[src/rtl/fifo_burst_reader_if.sv]
// rtl/fifo_burst_reader_if.sv - FIFO read port and output stream bundle for fifo_burst_reader
`timescale 1ns/1ps

interface fifo_burst_reader_if #(
   parameter int WIDTH = 8
);
   logic             fifo_rd_en;
   logic             fifo_empty;
   logic [WIDTH-1:0] fifo_rdata;
   logic             fifo_error;
   logic             m_valid;
   logic [WIDTH-1:0] m_data;
   logic             m_ready;

   modport master (
      output fifo_rd_en, m_valid, m_data,
      input  fifo_empty, fifo_rdata, fifo_error, m_ready
   );

   modport slave (
      input  fifo_rd_en, m_valid, m_data,
      output fifo_empty, fifo_rdata, fifo_error, m_ready
   );
endinterface

[src/rtl/fifo_burst_reader.sv]
// rtl/fifo_burst_reader.sv - pops a burst from a 1-cycle-latency FIFO onto a valid/ready stream
`timescale 1ns/1ps

module fifo_burst_reader #(
   parameter int WIDTH = 8,
   parameter int LEN_W = 5
) (
   input  logic                  clk_i,
   input  logic                  rst_i,
   input  logic                  start_i,
   input  logic [LEN_W-1:0]      len_i,
   input  logic                  abort_i,
   fifo_burst_reader_if.master   bus_io,
   output logic                  busy_o,
   output logic                  done_o,
   output logic                  err_o
);

   typedef enum logic [1:0] {IDLE, RUN, DRAIN, DONE} state_t;

   localparam logic [LEN_W-1:0] LEN_ONE = LEN_W'(1);

   state_t             state_q, state_d;
   logic [LEN_W-1:0]   remaining_q, remaining_d;
   logic [1:0]         occ_q, occ_d;
   logic               inflight_q, inflight_d;
   logic [WIDTH-1:0]   buf0_q, buf0_d;
   logic [WIDTH-1:0]   buf1_q, buf1_d;
   logic               err_q, err_d;

   logic               pop;
   logic               rd_en;
   logic [2:0]         fill;

   // fill counts words already committed to the buffer: stored plus the one on the FIFO bus
   assign pop   = (occ_q != 2'd0) & bus_io.m_ready;
   assign fill  = {1'b0, occ_q} + {2'b00, inflight_q};
   assign rd_en = (state_q == RUN) & (remaining_q != '0) & ~abort_i & ~bus_io.fifo_empty
                & (fill < (3'd2 + {2'b00, pop}));

   assign bus_io.fifo_rd_en = rd_en;
   assign bus_io.m_valid    = (occ_q != 2'd0);
   assign bus_io.m_data     = buf0_q;
   assign busy_o            = (state_q == RUN) | (state_q == DRAIN);
   assign done_o            = (state_q == DONE);
   assign err_o             = err_q;

   // buf0 is the head; a pop from a single entry leaves buf0 untouched so m_data holds
   always_comb begin
      occ_d      = occ_q;
      buf0_d     = buf0_q;
      buf1_d     = buf1_q;
      inflight_d = rd_en;
      if (inflight_q && pop) begin
         if (occ_q == 2'd2) begin
            buf0_d = buf1_q;
            buf1_d = bus_io.fifo_rdata;
         end else begin
            buf0_d = bus_io.fifo_rdata;
         end
      end else if (inflight_q) begin
         if (occ_q == 2'd0) begin
            buf0_d = bus_io.fifo_rdata;
         end else begin
            buf1_d = bus_io.fifo_rdata;
         end
         occ_d = occ_q + 2'd1;
      end else if (pop) begin
         if (occ_q == 2'd2) begin
            buf0_d = buf1_q;
         end
         occ_d = occ_q - 2'd1;
      end
   end

   always_comb begin
      state_d     = state_q;
      remaining_d = remaining_q;
      err_d       = err_q;
      case (state_q)
         IDLE: begin
            if (start_i) begin
               remaining_d = len_i;
               err_d       = 1'b0;
               state_d     = (len_i == '0) ? DONE : RUN;
            end
         end
         RUN: begin
            if (rd_en) begin
               remaining_d = remaining_q - LEN_ONE;
            end
            if (abort_i || (rd_en && remaining_q == LEN_ONE)) begin
               state_d = DRAIN;
            end
         end
         DRAIN: begin
            if (occ_q == 2'd0 && !inflight_q) begin
               state_d = DONE;
            end
         end
         DONE:    state_d = IDLE;
         default: state_d = IDLE;
      endcase
      // an error on the same edge as a start still survives
      if (bus_io.fifo_error) begin
         err_d = 1'b1;
      end
   end

   always_ff @(posedge clk_i or negedge rst_i) begin
      if (!rst_i) begin
         state_q     <= IDLE;
         remaining_q <= '0;
         occ_q       <= 2'd0;
         inflight_q  <= 1'b0;
         buf0_q      <= '0;
         buf1_q      <= '0;
         err_q       <= 1'b0;
      end else begin
         state_q     <= state_d;
         remaining_q <= remaining_d;
         occ_q       <= occ_d;
         inflight_q  <= inflight_d;
         buf0_q      <= buf0_d;
         buf1_q      <= buf1_d;
         err_q       <= err_d;
      end
   end

endmodule
[src/flat_wrapper.sv]
// flat-port wrapper written by rule: the top's interface ports become plain ports
module fifo_burst_reader_flat 
#(
   parameter int WIDTH = 8,
   parameter int LEN_W = 5
)
  (clk_i, rst_i, start_i, len_i, abort_i, busy_o, done_o, err_o, bus_io_fifo_rd_en, bus_io_m_valid, bus_io_m_data, bus_io_fifo_empty, bus_io_fifo_rdata, bus_io_fifo_error, bus_io_m_ready);
  fifo_burst_reader_if #(.WIDTH(WIDTH)) bus_io_i ();
  input  logic clk_i;
  input  logic rst_i;
  input  logic start_i;
  input  logic [LEN_W-1:0] len_i;
  input  logic abort_i;
  output logic busy_o;
  output logic done_o;
  output logic err_o;
  output wire logic [$bits(bus_io_i.fifo_rd_en)-1:0] bus_io_fifo_rd_en;
  output wire logic [$bits(bus_io_i.m_valid)-1:0] bus_io_m_valid;
  output wire logic [$bits(bus_io_i.m_data)-1:0] bus_io_m_data;
  input wire logic [$bits(bus_io_i.fifo_empty)-1:0] bus_io_fifo_empty;
  input wire logic [$bits(bus_io_i.fifo_rdata)-1:0] bus_io_fifo_rdata;
  input wire logic [$bits(bus_io_i.fifo_error)-1:0] bus_io_fifo_error;
  input wire logic [$bits(bus_io_i.m_ready)-1:0] bus_io_m_ready;
  assign bus_io_fifo_rd_en = bus_io_i.fifo_rd_en;
  assign bus_io_m_valid = bus_io_i.m_valid;
  assign bus_io_m_data = bus_io_i.m_data;
  assign bus_io_i.fifo_empty = bus_io_fifo_empty;
  assign bus_io_i.fifo_rdata = bus_io_fifo_rdata;
  assign bus_io_i.fifo_error = bus_io_fifo_error;
  assign bus_io_i.m_ready = bus_io_m_ready;
  fifo_burst_reader #(.WIDTH(WIDTH), .LEN_W(LEN_W)) u_core (.clk_i(clk_i), .rst_i(rst_i), .start_i(start_i), .len_i(len_i), .abort_i(abort_i), .bus_io(bus_io_i), .busy_o(busy_o), .done_o(done_o), .err_o(err_o));
endmodule
[config.mk]
export PLATFORM = sky130hd
export DESIGN_NAME = fifo_burst_reader_flat
export DESIGN_NICKNAME = d
export VERILOG_FILES = /design/src/rtl/fifo_burst_reader_if.sv /design/src/rtl/fifo_burst_reader.sv /design/src/flat_wrapper.sv
export SDC_FILE = /design/constraint.sdc
export NUM_CORES = 1
export LEC_CHECK = 0
export ABC_CLOCK_PERIOD_IN_PS = 3300
export CORE_UTILIZATION = 45
export DETAILED_ROUTE_END_ITERATION = 8
export PLACE_DENSITY = 0.72
export SLEW_MARGIN = 20
export SYNTH_ARGS = -nofsm -noshare
export SYNTH_HDL_FRONTEND = slang
export SYNTH_SLANG_ARGS = --single-unit
[constraint.sdc]
create_clock -name clk_i -period 3.3 [get_ports clk_i]
set_input_delay 0.825 -clock clk_i [delete_from_list [all_inputs] [get_ports clk_i]]
set_output_delay 0.825 -clock clk_i [all_outputs]
set_load 0.01 [all_outputs]
## Word level (Yosys, flattened, before mapping)

Index checks and enable logic that the tools add are counted.

| word-level totals | value |
|---|---|
| output and inout port bits | 13 |
| logic and storage cells | 80 |
| input bits | 20 |
| register bits | 27 |

| operators by class | value |
|---|---|
| bitwise gates (word level) | 9 |
| reduce and logical (&&, ||, !) cells | 23 |
| add/subtract/negate cells | 5 |
| equal/unequal tests | 12 |
| mux-type cells | 23 |
| $lt $le $gt $ge | 1 |

Operator list:

| operator | number |
|---|---|
| $mux W8 | 10 |
| $mux W2 | 6 |
| $reduce_and A3 Y1 | 4 |
| $reduce_bool A2 Y1 | 6 |
| $mux W5 | 2 |
| $pmux W5 S2 | 1 |
| $ne A2 B2 Y1 const B | 4 |
| $pmux W2 S4 | 1 |
| $eq A2 B2 Y1 const B | 3 |
| $reduce_bool A3 Y1 | 2 |
| $and A1 B1 Y1 | 5 |
| $eq A5 B1 Y1 const B | 1 |
| $logic_not A5 Y1 | 1 |
| $reduce_bool A5 Y1 | 1 |
| $sub A5 B1 Y5 const B | 1 |
| $logic_not A2 Y1 | 2 |
| $ne A2 B1 Y1 const B | 2 |
| $reduce_and A2 Y1 | 2 |
| $add A2 B1 Y3 | 1 |
| $add A2 B1 Y3 const A | 1 |
| $logic_and A1 B1 Y1 | 3 |
| $lt A3 B3 Y1 | 1 |
| $mux W1 | 3 |
| $ne A3 B3 Y1 const B | 1 |
| other kinds (7) | 9 |

## Longest topological paths before layout

| depth | value |
|---|---|
| depth after elaboration | 9 |
| gate-level depth with buffers | 9 |
| gate-level depth less buffers | 8 |

## Worst setup path after synthesis

Ideal clock, no wire load.

| timing | value |
|---|---|
| path type | input-to-output |
| from | input abort_i |
| to | output bus_io_fifo_rd_en |
| arrival | 1801 ps |
| stages | 5 |
| path buffers | 1 |
| data required time | 2475 ps |
| slack | 674 ps |
| cell sequence | nand2b_1 > a2111o_1 > or2_1 > buf_6 > inv_2 |

| on the way | value |
|---|---|
| cells in the longest elaborated chain, start to end | 4 |

Ends and longest elaborated chain:

| item | line | RTL |
|---|---|---|
| start: declaration | flat_wrapper.sv:13 | `input logic abort_i;` |
| $not A1 Y1 | fifo_burst_reader.sv:38 | `assign rd_en = (state_q == RUN) & (remaining_q != '0) & ~abort_i & ~bus_io.fifo_empty` |
| $and A1 B1 Y1 (2 in series) | fifo_burst_reader.sv:38 |  |
| $and A1 B1 Y1 | fifo_burst_reader.sv:39 | `& (fill < (3'd2 + {2'b00, pop}));` |
| end: declaration | flat_wrapper.sv:17 | `output wire logic [$bits(bus_io_i.fifo_rd_en)-1:0] bus_io_fifo_rd_en;` |

No other way between the ends.

## Final worst setup path

Same ends and word-level chain as after synthesis.

==> summary.md <==
| Metric | Value |
|---|---|
| Num CTS Buffers | `3` |
| Net total in the final layout | `232` |
| Ranking of synthesized cells by area | `dfrtp_1 (43%), ha_1 (8.7%), mux2i_1 (7.0%)` |
| Capturing point of the worst reg2reg path | `u_core.remaining_q[4]$_DFFE_PN0P_` |
| Synthesized netlist net count | `193` |
| Worst min-delay path class | `register to register` |
| Number of antenna-violating nets in the routed design | `0` |
| Critical-path top delay cell | `a2111o_1` |
| H-Tree Level Count | `1` |
| Worst-path fanout max | `2` |
| Buffer count from post-CTS setup fixing | `0` |
| Int Pwr | `0.001030 W` |
| Cells traversed along the worst timing path | `clkdlybuf4s50_1 -> nand2b_1 -> a2111o_1 -> or2_1 -> inv_2 -> dlygate4sd2_1` |
| Number of antenna violations at the first check in global routing | `0` |
| Maximum Capacitance Violations | `0` |
| Setup slack after placement | `-152.4 ps` |
| Status | `finished clean` |
| Combinational cell fraction of total power | `a little over half` |
| Slew headroom | `about three quarters` |
| WP data required | `2470 ps` |
| Floorplan row count | `21` |
| Vias after detailed routing | `1339` |
| Average cell area after synthesis | `9.739 um^2` |
| Switching power | `just over 0.0007 W` |
| Placed cell areas | `1984 um^2` |
| Hold Path Sink | `u_core.err_o$_DFFE_PN0P_` |
| Number of placed instances, taps included | `242` |
| Overflow left after global routing | `0` |
| Number of antenna repair diodes | `0` |
| Top cell type's share of synthesized area | `42.82%` |
| Vias per cell | `between 5 and 6` |
| Root buffer selected by CTS | `clkbuf_4` |
| Critical path arrival | `2360 ps` |
| TritonCTS Sinks | `27` |
| CTS clock-pin slew for the worst setup and hold paths | `150 ps` |
| Number of hold-slack violations in the final timing report | `0` |
| CTS tree | `done` |
| Worst Clk Skew | `4.880 ps` |
| Highest clock rate | `0.3140 GHz` |
| Crit path buffers/inverters | `3` |
| Die Outline Area | `3747 um^2` |
| CP delay by family, top | `buffers and inverters` |
| Resized Gates After CTS | `1` |
| Post-route DRC violation count | `0` |
| Measured slew at the worst slew-check pin | `about 350 ps` |
| Finish-stage setup viols | `0` |
| Net Sw Frac | `40.67%` |
| Ports placed on the boundary | `33` |
| Number of different library cells in the post-synthesis netlist | `38` |
| Portion of total power attributed to sequential cells | `36.3%` |
| Maximum number of pins on one net before global-route repair | `28` |
| Post-route setup slack | `115.1 ps` |
| Number of detailed-routing iterations run before antenna repair | `4` |
| Detailed-route wire length | `3.406 mm` |
| Gate count of the mapped netlist | `about 160` |
| Startpoint type of the worst setup path | `input port` |
| Vertical die dimension | `61.21 um` |
| Yosys reg bits | `27` |
| Share of the yosys chip area belonging to registers | `between 40 and 50%` |
| Unrepaired setup endpoints after global routing | `no` |
| GRT Resource Usage Total | `19.96%` |
| Count of pins over their slew limit | `0` |
| Post-layout util | `slightly above 60%` |
| Max clock buf depth | `2` |
| Non-filler cells, final | `about 250` |
| Core Footprint | `3337 um^2` |
| RePlAce Congestion | `0.8611` |
| Port Buffers | `32` |
| R2R setup slack | `950 ps` |
| Layout cells sized above 1 | `12.50%` |
| Starting DRT DRC Count | `39` |
| Total non-filler cell area in the finished layout | `2013 um^2` |
| Fin crit share | `96.51%` |
| Total of warnings raised by yosys | `0` |
| Wire length of the first global-routing pass | `5.533 mm` |
| RR Startpoint | `u_core.inflight_q$_DFF_PN0_` |
| Hold buffer count at CTS | `0` |
| Latest clock arrival within the worst-skew pair | `approximately 340 ps` |
| Max VDD drop | `0.4259 mV` |
| Placed wire-length estimate after detailed placement | `~2.6 mm` |
| Largest stage delay on the critical path | `400 ps` |
| Pleak | `between 0.9 and 1 nW` |
| Worst hold stages | `1` |
| Cell depth of the worst flop-to-flop path | `7` |
| Worst Min Path Start | `u_core.err_o$_DFFE_PN0P_` |
| Horiz. Die Dim | `61.21 um` |
| Post-synthesis instance area | `approximately 1600 um^2` |
| Cell type with the largest total area after synthesis | `dfrtp_1` |
| Final routed wire length divided by cell count | `13.85 um` |
| Number of global-route vias before repair | `1306` |
| Pwr dens | `862.0 nW/um^2` |
| Min Clock Period, post-route | `between 3000 and 4000 ps` |
| Type of the setup path with the least slack | `input port to output port` |
| Syn-to-layout area delta | `27.60%` |
| Crit end category | `output port` |
| Fraction of power consumed by the clock network | `8.9%` |
| Total number of cells along the worst setup path | `6` |
| Starting density of the core | `47.28%` |
==> cell families after synthesis <==
group,after synthesis,synth area share [%]
fa+ha+maj,11,8.723
xor+xnor,4,2.221
compound gates,37,14.99
flops,27,42.82
mux,19,12.69
simple gates,46,13.72
buf+inv,18,4.837
==> worst reg2reg max path: cells and delay by family (launching register included) <==
kind,cells,cell delay [ps]
AND/OR/NAND/NOR,3,820
flip-flops,1,510
adder cells (fa/ha/maj),2,450
AO/OA/AOI/OAI,1,350
buffers and inverters,1,180
==> flip-flops by register name, summed over array words and instances, names as in the netlist <==
signal / flops
u_core.occ_q: 2
u_core.buf1_q: 8
u_core.state_q: 2
u_core.err_o: 1
u_core.inflight_q: 1
u_core.bus_io.m_data: 8
u_core.remaining_q: 5
==> layout make-up <==
class | instances | area, um^2
clock buffers | 3 | 22.52
clock inverters | 1 | 7.507
multi-input cells | 117 | 825.8
flip-flops and latches | 27 | 675.6
inverters | 12 | 45.04
fillers | 324 | 1324
well taps | 46 | 57.56
repair buffers | 40 | 379.1
==> power groups by stage <==
| stage | sequential [W] | clock (W) | combinational [W] |
|---|---|---|---|
| after global routing | 0.000656 | 0.000169 | 0.00106 |
| after floorplan | 0.000627 | 0 | 0.000608 |
| after global placement | 0.000627 | 0 | 0.000913 |
| final | 0.000630 | 0.000154 | 0.000952 |
| after CTS | 0.000630 | 0.000159 | 0.000960 |
| after detailed placement | 0.000640 | 0 | 0.000954 |
==> worst max-delay path by stage <==
stage,from,endpoint,slack [ps]
after detailed placement,abort_i,bus_io_fifo_rd_en,-150
after global routing,abort_i,bus_io_fifo_rd_en,70
after CTS,abort_i,bus_io_fifo_rd_en,110
after floorplan,abort_i,bus_io_fifo_rd_en,670
after global placement,abort_i,bus_io_fifo_rd_en,-130
final,abort_i,bus_io_fifo_rd_en,120
==> cell usage in the layout, fill, tap and decap left out, drive strengths merged <==
cell type / n
a2111o: 1
a2111oi: 1
a211oi: 1
a21o: 1
a21oi: 14
a2bb2oi: 1
a31o: 2
a31oi: 4
buf: 8
clkbuf: 3
clkdlybuf4s50: 31
clkinv: 1
clkinvlp: 1
dfrtp: 27
dlygate4sd2: 1
ha: 11
inv: 11
mux2: 8
mux2i: 11
nand2: 4
nand2b: 1
nand3: 2
nand4: 1
nand4b: 1
nor2: 23
nor2b: 1
nor3: 9
o21a: 3
o21ai: 6
o221ai: 1
o31a: 1
o32ai: 1
or2: 2
or4: 2
xnor2: 2
xor2: 2
==> layer usage <==
layer,global-route usage [%],part of all wire [%]
met5,0,0
met3,2.521,4.1
met4,5.844,1.5
met2,37.27,52
met1,23.86,42
==> synthesized netlist by cell type <==
| cell type | n |
|---|---|
| clkinv_1 | 1 |
| a2111oi_1 | 1 |
| nor3_2 | 1 |
| nor2b_1 | 1 |
| mux2_2 | 8 |
| xor2_1 | 2 |
| a31o_2 | 2 |
| nand4b_1 | 1 |
| ha_1 | 11 |
| a21o_1 | 1 |
| nor3_1 | 8 |
| o221ai_1 | 1 |
| xnor2_1 | 2 |
| or2_2 | 1 |
| mux2i_1 | 11 |
| a211oi_1 | 1 |
| clkbuf_1 | 4 |
| o32ai_1 | 1 |
| a21oi_1 | 14 |
| inv_1 | 10 |
| o21a_1 | 3 |
| or4_1 | 2 |
| buf_2 | 1 |
| nand3_1 | 2 |
| buf_6 | 1 |
| nand2b_1 | 1 |
| dfrtp_1 | 27 |
| o21ai_1 | 1 |
| inv_2 | 1 |
| o21ai_0 | 5 |
| a2bb2oi_1 | 1 |
| nand4_1 | 1 |
| a2111o_1 | 1 |
| or2_1 | 1 |
| nand2_1 | 4 |
| a31oi_1 | 4 |
| o31a_1 | 1 |
| nor2_1 | 23 |
==> metrics by stage <==
stage / hold WS, ps / total power (W) / setup TNS [ps]
3_5_place_dp: 468.7 / 0.001594 / -152.4
4_1_cts: 508.0 / 0.001749 / 0
6_report: 499.7 / 0.001735 / 0
3_3_place_gp: 463.7 / 0.001541 / -129.7
5_1_grt: 535.6 / 0.001883 / 0
2_1_floorplan: 480.5 / 0.001235 / 0
(Power assumes the default switching activity.)
